## config.mk

```make
export PLATFORM = sky130hd
export DESIGN_NAME = elastic_fifo_nd_flat
export DESIGN_NICKNAME = d
export VERILOG_FILES = /design/src/rtl/rv_pkg.sv /design/src/rtl/elastic_fifo_nd_if.sv /design/src/rtl/elastic_fifo_ptr.sv /design/src/rtl/elastic_fifo_nd.sv /design/src/flat_wrapper.sv
export SDC_FILE = /design/constraint.sdc
export NUM_CORES = 1
export LEC_CHECK = 0
export CAP_MARGIN = 20
export CORE_MARGIN = 3
export CORE_UTILIZATION = 33
export CTS_CLUSTER_DIAMETER = 80
export DETAILED_ROUTE_END_ITERATION = 16
export DONT_BUFFER_PORTS = 1
export PLACE_DENSITY = 0.46
export SLEW_MARGIN = 20
export SYNTH_ARGS = -nofsm -noshare
export SYNTH_HDL_FRONTEND = slang
export SYNTH_SLANG_ARGS = --single-unit
```

## constraint.sdc

```tcl
create_clock -name clk -period 2.3 [get_ports clk]
set_input_delay 0.46 -clock clk [delete_from_list [all_inputs] [get_ports clk]]
set_output_delay 0.46 -clock clk [all_outputs]
set_load 0.05 [all_outputs]
```

## src/rtl/rv_pkg.sv

```systemverilog
// rv_pkg: width helpers shared by the srdy/rrdy elastic buffer blocks
package rv_pkg;
  function automatic int rv_ptr_w(input int depth);
    return $clog2(depth) > 1 ? $clog2(depth) : 1;
  endfunction
  function automatic int rv_cnt_w(input int depth);
    return $clog2(depth + 1);
  endfunction
endpackage

```

## src/rtl/elastic_fifo_nd_if.sv

```systemverilog
// elastic_fifo_nd_if: srdy/rrdy producer+consumer bundle for elastic_fifo_nd
// slave = buffer side; master = producer/consumer side.
// in_srdy/in_data/in_rrdy: input beat; out_srdy/out_data/out_rrdy: output beat;
// count: occupancy; flush exists only with ELASTIC_FIFO_FLUSH_EN.
interface elastic_fifo_nd_if #(parameter int WIDTH = 8, parameter int DEPTH = 4);
  import rv_pkg::*;
  logic in_srdy;
  logic [WIDTH-1:0] in_data;
  logic in_rrdy;
  logic out_rrdy;
  logic out_srdy;
  logic [WIDTH-1:0] out_data;
  logic [rv_cnt_w(DEPTH)-1:0] count;
`ifdef ELASTIC_FIFO_FLUSH_EN
  logic flush;
  modport slave(input in_srdy, in_data, out_rrdy, flush, output in_rrdy, out_srdy, out_data, count);
  modport master(output in_srdy, in_data, out_rrdy, flush, input in_rrdy, out_srdy, out_data, count);
`else
  modport slave(input in_srdy, in_data, out_rrdy, output in_rrdy, out_srdy, out_data, count);
  modport master(output in_srdy, in_data, out_rrdy, input in_rrdy, out_srdy, out_data, count);
`endif
endinterface

```

## src/rtl/elastic_fifo_ptr.sv

```systemverilog
// elastic_fifo_ptr: pointer over 0..DEPTH-1 with explicit wrap, inc and clr
// clk/rst_n: clock, async active-low reset; inc: advance; clr: return to 0 (wins over inc); ptr: value.
module elastic_fifo_ptr
  import rv_pkg::*;
#(
  parameter int DEPTH = 4
) (
  input  logic clk,
  input  logic rst_n,
  input  logic inc,
  input  logic clr,
  output logic [rv_ptr_w(DEPTH)-1:0] ptr
);
  localparam int PW = rv_ptr_w(DEPTH);
  always_ff @(posedge clk or negedge rst_n)
    if (!rst_n) ptr <= '0;
    else if (clr) ptr <= '0;
    else if (inc) ptr <= ptr == PW'(DEPTH - 1) ? '0 : ptr + PW'(1);
endmodule

```

## src/rtl/elastic_fifo_nd.sv

```systemverilog
// elastic_fifo_nd: DEPTH-entry WIDTH-bit srdy/rrdy elastic buffer at full throughput
// clk: rising-edge clock; rst_n: async active-low reset;
// b: elastic_fifo_nd_if.slave (in_srdy/in_data/in_rrdy, out_srdy/out_data/out_rrdy, count).
// Define ELASTIC_FIFO_FLUSH_EN to add the flush input.
module elastic_fifo_nd
  import rv_pkg::*;
#(
  parameter int WIDTH = 8,
  parameter int DEPTH = 4
) (
  input  logic clk,
  input  logic rst_n,
  elastic_fifo_nd_if.slave b
);
  localparam int PW = rv_ptr_w(DEPTH);
  localparam int CW = rv_cnt_w(DEPTH);
  logic [WIDTH-1:0] mem [DEPTH];
  logic [PW-1:0] wr_ptr, rd_ptr;
  logic [CW-1:0] cnt;
  logic fl, push, pop;
`ifdef ELASTIC_FIFO_FLUSH_EN
  assign fl = b.flush;
`else
  assign fl = 1'b0;
`endif
  // when full, a pop frees the slot this same edge, so readiness follows out_rrdy
  assign b.in_rrdy = (cnt != CW'(DEPTH) || b.out_rrdy) && !fl;
  assign b.out_srdy = cnt != '0 && !fl;
  assign b.out_data = mem[rd_ptr];
  assign b.count = cnt;
  assign push = b.in_srdy && b.in_rrdy;
  assign pop = b.out_srdy && b.out_rrdy;
  elastic_fifo_ptr #(.DEPTH(DEPTH)) u_wr (.clk, .rst_n, .inc(push), .clr(fl), .ptr(wr_ptr));
  elastic_fifo_ptr #(.DEPTH(DEPTH)) u_rd (.clk, .rst_n, .inc(pop), .clr(fl), .ptr(rd_ptr));
  always_ff @(posedge clk)
    if (push) mem[wr_ptr] <= b.in_data;
  always_ff @(posedge clk or negedge rst_n)
    if (!rst_n) cnt <= '0;
    else if (fl) cnt <= '0;
    else if (push && !pop) cnt <= cnt + CW'(1);
    else if (pop && !push) cnt <= cnt - CW'(1);
endmodule

```

## src/flat_wrapper.sv

```systemverilog
// flat-port wrapper written by rule: the top's interface ports become plain ports
module elastic_fifo_nd_flat import rv_pkg::*;
#(
  parameter int WIDTH = 8,
  parameter int DEPTH = 4
)
  (clk, rst_n, b_in_srdy, b_in_data, b_out_rrdy, b_in_rrdy, b_out_srdy, b_out_data, b_count);
  elastic_fifo_nd_if #(.WIDTH(WIDTH), .DEPTH(DEPTH)) b_i ();
  input  logic clk;
  input  logic rst_n;
  input wire logic [$bits(b_i.in_srdy)-1:0] b_in_srdy;
  input wire logic [$bits(b_i.in_data)-1:0] b_in_data;
  input wire logic [$bits(b_i.out_rrdy)-1:0] b_out_rrdy;
  output wire logic [$bits(b_i.in_rrdy)-1:0] b_in_rrdy;
  output wire logic [$bits(b_i.out_srdy)-1:0] b_out_srdy;
  output wire logic [$bits(b_i.out_data)-1:0] b_out_data;
  output wire logic [$bits(b_i.count)-1:0] b_count;
  assign b_i.in_srdy = b_in_srdy;
  assign b_i.in_data = b_in_data;
  assign b_i.out_rrdy = b_out_rrdy;
  assign b_in_rrdy = b_i.in_rrdy;
  assign b_out_srdy = b_i.out_srdy;
  assign b_out_data = b_i.out_data;
  assign b_count = b_i.count;
  elastic_fifo_nd #(.WIDTH(WIDTH), .DEPTH(DEPTH)) u_core (.clk(clk), .rst_n(rst_n), .b(b_i));
endmodule
```

==> impl_metrics.tcl, run 1 <==
set metrics [dict create \
    switchingPower_mw 1.11 \
    antenna_found_initial 0 \
    synth-seq-cells 39 \
    wl_per_cell_um 17.4 \
    dieArea_sq_mm 0.00568 \
    grt_pass1_wl_mm 4.03 \
    pwr-share-comb_pct 39.6 \
    htreeDepth 2 \
    critical_path.max_fanout 3 \
    synth_nets 100 \
    clkLatencyLatePin_ns 0.29 \
    fin_crit_ns 2.16 \
    cts_root_buf "clkbuf_8" \
    cap_violations 0 \
    synthArstFlopShare_pct 17.9 \
    worstSetupStartpointType "flop" \
    cts_sinks 39 \
    path_clk_slew_ns 0.08 \
    cts_buffers 5 \
    yosysWarnings 0 \
    rows 24 \
    hold_path_class "in -> reg" \
    path_buf_inv 1 \
    dp_hpwl_mm 1.75 \
    grt_max_degree 14 \
    p_int_mw 1.64 \
    hold_ws_ns 0.263 \
    synth_top_area_share_pct 60.5 \
    wirelength_mm 2.52 \
    die_w_um 75.4 \
    die_h_um 75.4 \
    drv_slew 0 \
    postRouteAntennaNets 0 \
    ff2ff_setup_slack_ns 0.14 \
    r2r_start "u_core.b.count[1]" \
    vdd.ir_drop.worst_mv 0.768 \
    crit_required_ns 2.47 \
    avgSynthCellArea_sq_um 19.6 \
    critical-path-top-delay-family "simple AND/OR/NAND/NOR gates" \
    syn_area_sq_mm 0.00159 \
    tritoncts "yes" \
    portBuffers 0 \
    clock_power_share_pct 20.4 \
    synth-seq-area-share_pct 71.5 \
    synth_edf_count 32 \
    grt_usage_pct 10.2 \
    switching_share_pct 40.4 \
    clock_path_buffers 2 \
    cp_cell_sequence "or4b_1, and2_4, ha_2, inv_1, fa_1, mux2_2" \
    final_util_pct 40.4 \
    status "completed" \
    overflow 0 \
    path_class "reg -> reg" \
    grt_pass1_vias 798 \
    yosys.area.top_type "edfxtp_1" \
    routed_via_density 4.98 \
    place_congestion 0.761 \
    cp.arrival_ns 2.33 \
    worst_pin_slew_ns 0.464 \
    drt_iter0_drc 60 \
    ys_types 19 \
    end_kind "flop" \
    cp_slowest_cell "or4b_1" \
    drive_above_1_share_pct 36.6 \
    core_sq_mm 0.00450 \
    drtPass1Iterations 4 \
    slew_headroom_pct 69.1 \
    setup_viol 0 \
    antennaDiodeCount 0 \
    p_seq_share_pct 40.0 \
    hold_violations 0 \
    post-route-drc-count 0 \
    p_per_area_mw_per_mm2 1510 \
    startpoint "u_core.b.count[1]" \
    synth_cells 81 \
    final_nets 111 \
    synth_area_leaders "edfxtp_1 (60%), mux4_2 (11%), dfrtp_1 (11%), ha_1 (4.7%), mux2_2 (2.1%)" \
    leakagePower_nw 0.651 \
    rsz0062_at_grt "false" \
    synthFlopType "edfxtp_1" \
    fin_crit_sh_pct 94.0 \
    max_freq_mhz 462 \
    skew_ns 0.00550 \
    start_util_pct 35.3 \
    max_stage_delay_ns 0.53 \
    min_from "b_in_data[3]" \
    io_pins 25 \
    num_vias 722 \
    syn_to_final_growth_pct 14.6 \
]
## synth_stat cells, drive strengths merged (2+ instances only)
master and count:
and3 4, buf 3, dfrtp 7, edfxtp 32
ha 6, inv 3, mux2 3, mux4 8
nand3 2, nor2 3, o21ai 2, xor2 2
## worst register-to-register path, delay by kind of cell (launching register included)
family                   cells  cell delay, ns
buffers and inverters        1            0.06
flip-flops                   1            0.41
multiplexers                 1            0.27
adder cells (fa/ha/maj)      2            0.58
AND/OR/NAND/NOR              2            0.73
## cell usage in the layout, fill, tap and decap left out
cell type,count
ha_2,1
dfrtp_1,3
or3_4,1
mux4_2,8
mux2_2,3
and2_4,1
nand2_1,1
xor2_1,2
dlygate4sd3_1,1
clkinv_2,1
nor2_1,3
dfrtp_2,4
nand3_1,2
bufinv_16,1
clkbuf_8,5
or4b_1,1
inv_1,3
buf_4,6
edfxtp_1,32
and3_1,4
o21ai_2,2
xnor2_1,1
fa_1,1
clkinv_4,1
ha_1,5
## final cells by class
| class | count | area, sq um |
|---|---|---|
| inverters | 3 | 11.3 |
| clock buffers | 5 | 68.8 |
| fillers | 398 | 2680 |
| well taps | 52 | 65.1 |
| clock inverters | 3 | 43.8 |
| repair buffers | 7 | 55.1 |
| multi-input cells | 36 | 435 |
| flip-flops and latches | 39 | 1140 |
## sequential cells by signal, summed over array words and instances, names as in the netlist
| signal | cells |
|---|---|
| u_core.b.count | 3 |
| u_core.u_wr.ptr | 2 |
| u_core.mem | 32 |
| u_core.u_rd.ptr | 2 |
## power by group through the flow
stage	sequential, mW	combinational, mW	clock (mW)
5_1_grt	1.13	1.17	0.615
4_1_cts	1.11	1.11	0.585
6_report	1.10	1.09	0.560
2_1_floorplan	1.13	0.892	0
3_5_place_dp	1.12	1.10	0
3_3_place_gp	1.12	1.08	0
## logic make-up (layout without fill, tap and decap cells)
kind of cell | Yosys count | count (layout) | synth area share (%)
xor gates and xnor gates | 3 | 3 | 1.65
muxes | 11 | 11 | 13.5
adders and majority gates | 7 | 7 | 5.98
DFF | 39 | 39 | 71.5
and+or+nand+nor | 13 | 13 | 4.72
buffers and inverters | 6 | 18 | 1.57
AOI/OAI and AO/OA | 2 | 2 | 1.10
## per-layer routing
metal | up-vias | routed length (um) | global-route usage (%)
li1 | 332 | - | -
met1 | 361 | 1040 | 11.5
met2 | 23 | 1240 | 16.7
met3 | 6 | 190 | 4.09
met4 | 0 | 40 | 5.24
met5 | - | 0 | 0
## per-stage QoR
step | total power [mW] | area (sq um) | setup TNS, ns | instances | setup WS [ns]
finish | 2.75 | 1820 | 0 | 145 | 0.137
global route | 2.91 | 1820 | 0 | 145 | 0.0804
CTS | 2.80 | 1820 | 0 | 145 | 0.117
detailed placement | 2.22 | 1700 | 0 | 136 | 0.0526
global placement | 2.20 | 1700 | 0 | 136 | 0.0994
floorplan | 2.02 | 1610 | -0.110 | 81 | -0.110
## timing repair
| item | CTS | global route |
|---|---|---|
| hold buffers | 1 | 0 |
| resized for setup | 1 | 0 |
| setup endpoints to repair | 8 | 0 |
| endpoints found under the hold margin | 7 | 0 |
| buffers inserted | 0 | 0 |
## final timing paths
| kind | end | cells past startpoint |
|---|---|---|
| min | u_core.mem[0][3] | 0 |
| min reg2reg | u_core.b.count[0] | 1 |
| max | u_core.b.count[1] | 6 |
| min in group asynchronous | u_core.u_rd.ptr[1] | 1 |
| max reg2reg | u_core.b.count[1] | 6 |
| max in group asynchronous | u_core.b.count[1] | 1 |
No activity file was read; power rests on OpenSTA's default activity.
==> run 2, diff against run 1 <==
Settings changed: CORE_ASPECT_RATIO set to 1.2.
==> run 2 against run 1 <==
  * Sequential power about the same
  * Total power decreased by 0.43%
  * Via count fell by 0.28%
  * Clock skew rose by 0.0018 ns
  * Core utilization down 1.1 points
  * Sequential cell count is the same
  * Setup slack got worse by 0.017 ns
  * Die area about the same
  * Fmax decreased by 0.80%
  * Design area hardly changed
  * Critical path type unchanged
  * Largest cell class unchanged
  * Highest routed layer unchanged
==> impl_metrics.tcl, run 2 (synthesis gave the netlist of run 1 again) <==
set metrics [dict create \
    syn_to_final_growth_pct 14.6 \
    skew_ns 0.00734 \
    setup_viol 0 \
    min_from "b_in_data[4]" \
    fin_crit_sh_pct 94.8 \
    post-route-drc-count 0 \
    whs_path_depth 0 \
    wirelength_mm 2.74 \
    cp_cell_sequence "or4b_1, and2_4, ha_2, inv_1, fa_1, mux2_2" \
    dp_hpwl_mm 1.85 \
    grt_pass1_vias 794 \
    htreeDepth 2 \
    cap_violations 0 \
    num_vias 720 \
    hold_violations 0 \
    clkLatencyLatePin_ns 0.29 \
    r2r-end "u_core.b.count[1]" \
    core_sq_mm 0.00463 \
    die_h_um 82.0 \
    cts_root_buf "clkbuf_8" \
    power.total_mw 2.74 \
    finalNonFillerCells 150 \
    ff2ff_setup_slack_ns 0.12 \
    final_util_pct 39.4 \
    max_freq_mhz 459 \
    grt_max_degree 13 \
    end_kind "flop" \
    vdd.ir_drop.worst_mv 0.540 \
    place_congestion 0.648 \
    antennaDiodeCount 0 \
    critical_path.max_fanout 5 \
    worst_pin_slew_ns 0.474 \
    largest_reg_flops 32 \
    crit_required_ns 2.47 \
    clock_path_buffers 2 \
    cp_slowest_cell "or4b_1" \
    drive_above_1_share_pct 35.9 \
    drv_slew 0 \
    regMostFlops "u_core.mem" \
    cts_sinks 39 \
    drt_iter0_drc 55 \
    final_nets 111 \
    max_stage_delay_ns 0.54 \
    layout_common_cells "edfxtp_1 (32), mux4_2 (8), buf_4 (6), ha_1 (5), clkbuf_8 (5)" \
    p_per_area_mw_per_mm2 1500 \
    routed_via_density 4.80 \
    grt_usage_pct 10.8 \
    dieArea_sq_mm 0.00569 \
    portBuffers 0 \
    cts_buffers 5 \
    layout_commonest_cell "edfxtp_1" \
    slew_headroom_pct 68.4 \
    io_pins 25 \
    antenna_found_initial 0 \
    hold_path_class "in -> reg" \
    cp.arrival_ns 2.35 \
    postRouteAntennaNets 0 \
    r2r_start "u_core.b.count[1]" \
    finalSetupTns_ns 0 \
    rsz0062_at_grt "false" \
    hold_ws_ns 0.261 \
    path_class "reg -> reg" \
    tritoncts "yes" \
    fillers 422 \
    grt_pass1_wl_mm 4.27 \
    drtPass1Iterations 2 \
    min_to "u_core.mem[2][4]" \
    fin_crit_ns 2.18 \
    path_clk_slew_ns 0.08 \
    overflow 0 \
    rows 27 \
    status "completed" \
    dp_cells 142 \
    die_w_um 69.3 \
    leakagePower_nw 0.643 \
    worstSetupStartpointType "flop" \
    start_util_pct 34.3 \
    wl_per_cell_um 18.2 \
    r2r_cells 6 \
]
run 2: how the worst max path moves through the flow:
stage	startpoint	endpoint	cells after the start
floorplan	u_core.b.count[1]	u_core.b.count[1]	7
global placement	b_out_rrdy	u_core.b.count[1]	6
detailed placement	b_out_rrdy	u_core.b.count[1]	6
CTS	u_core.b.count[1]	u_core.b.count[1]	6
global route	u_core.b.count[1]	u_core.b.count[1]	6
finish	u_core.b.count[1]	u_core.b.count[1]	6
run 2: final cells by class:
type	count	area (sq um)	share of cell area (%)
clock buffer	5	68.8	3.78
clock inverter	2	37.5	2.06
inverter	3	11.3	0.618
multi-input combinational	36	435	23.9
sequential	39	1140	62.6
tap	58	72.6	3.98
timing repair buffer	7	55.1	3.02
run 2: repair_timing:
action | in CTS | in global routing
endpoints found under the hold margin | 7 | 0
endpoints found under the setup margin | 8 | 0
setup buffers | 0 | 0
hold buffers | 1 | 0
gates resized for setup | 1 | 0
run 2: per-stage QoR:
step	area, sq um	setup WS, ns
detailed placement	1700	0.0716
global placement	1700	0.0942
floorplan	1610	-0.110
CTS	1820	0.0990
finish	1820	0.120
global route	1820	0.0381
run 2: where the power goes:
group	internal, mW	switching [mW]	total [mW]
sequential	0.956	0.161	1.12
clock	0.317	0.231	0.548
combinational	0.354	0.717	1.07
total	1.63	1.11	2.74
run 2: layer usage:
metal / share of wire (%) / GRT usage, %
met4: 0.80 / 5.27
met2: 52 / 17.6
met5: 0 / 0
met3: 6.1 / 5.02
met1: 41 / 12.0
run 2: critical path, delay by kind of cell, from the launching register on:
| kind | cells | cell delay [ns] |
|---|---|---|
| simple gates | 2 | 0.74 |
| fa+ha+maj | 2 | 0.56 |
| flops | 1 | 0.44 |
| mux | 1 | 0.26 |
| buf+inv | 1 | 0.06 |
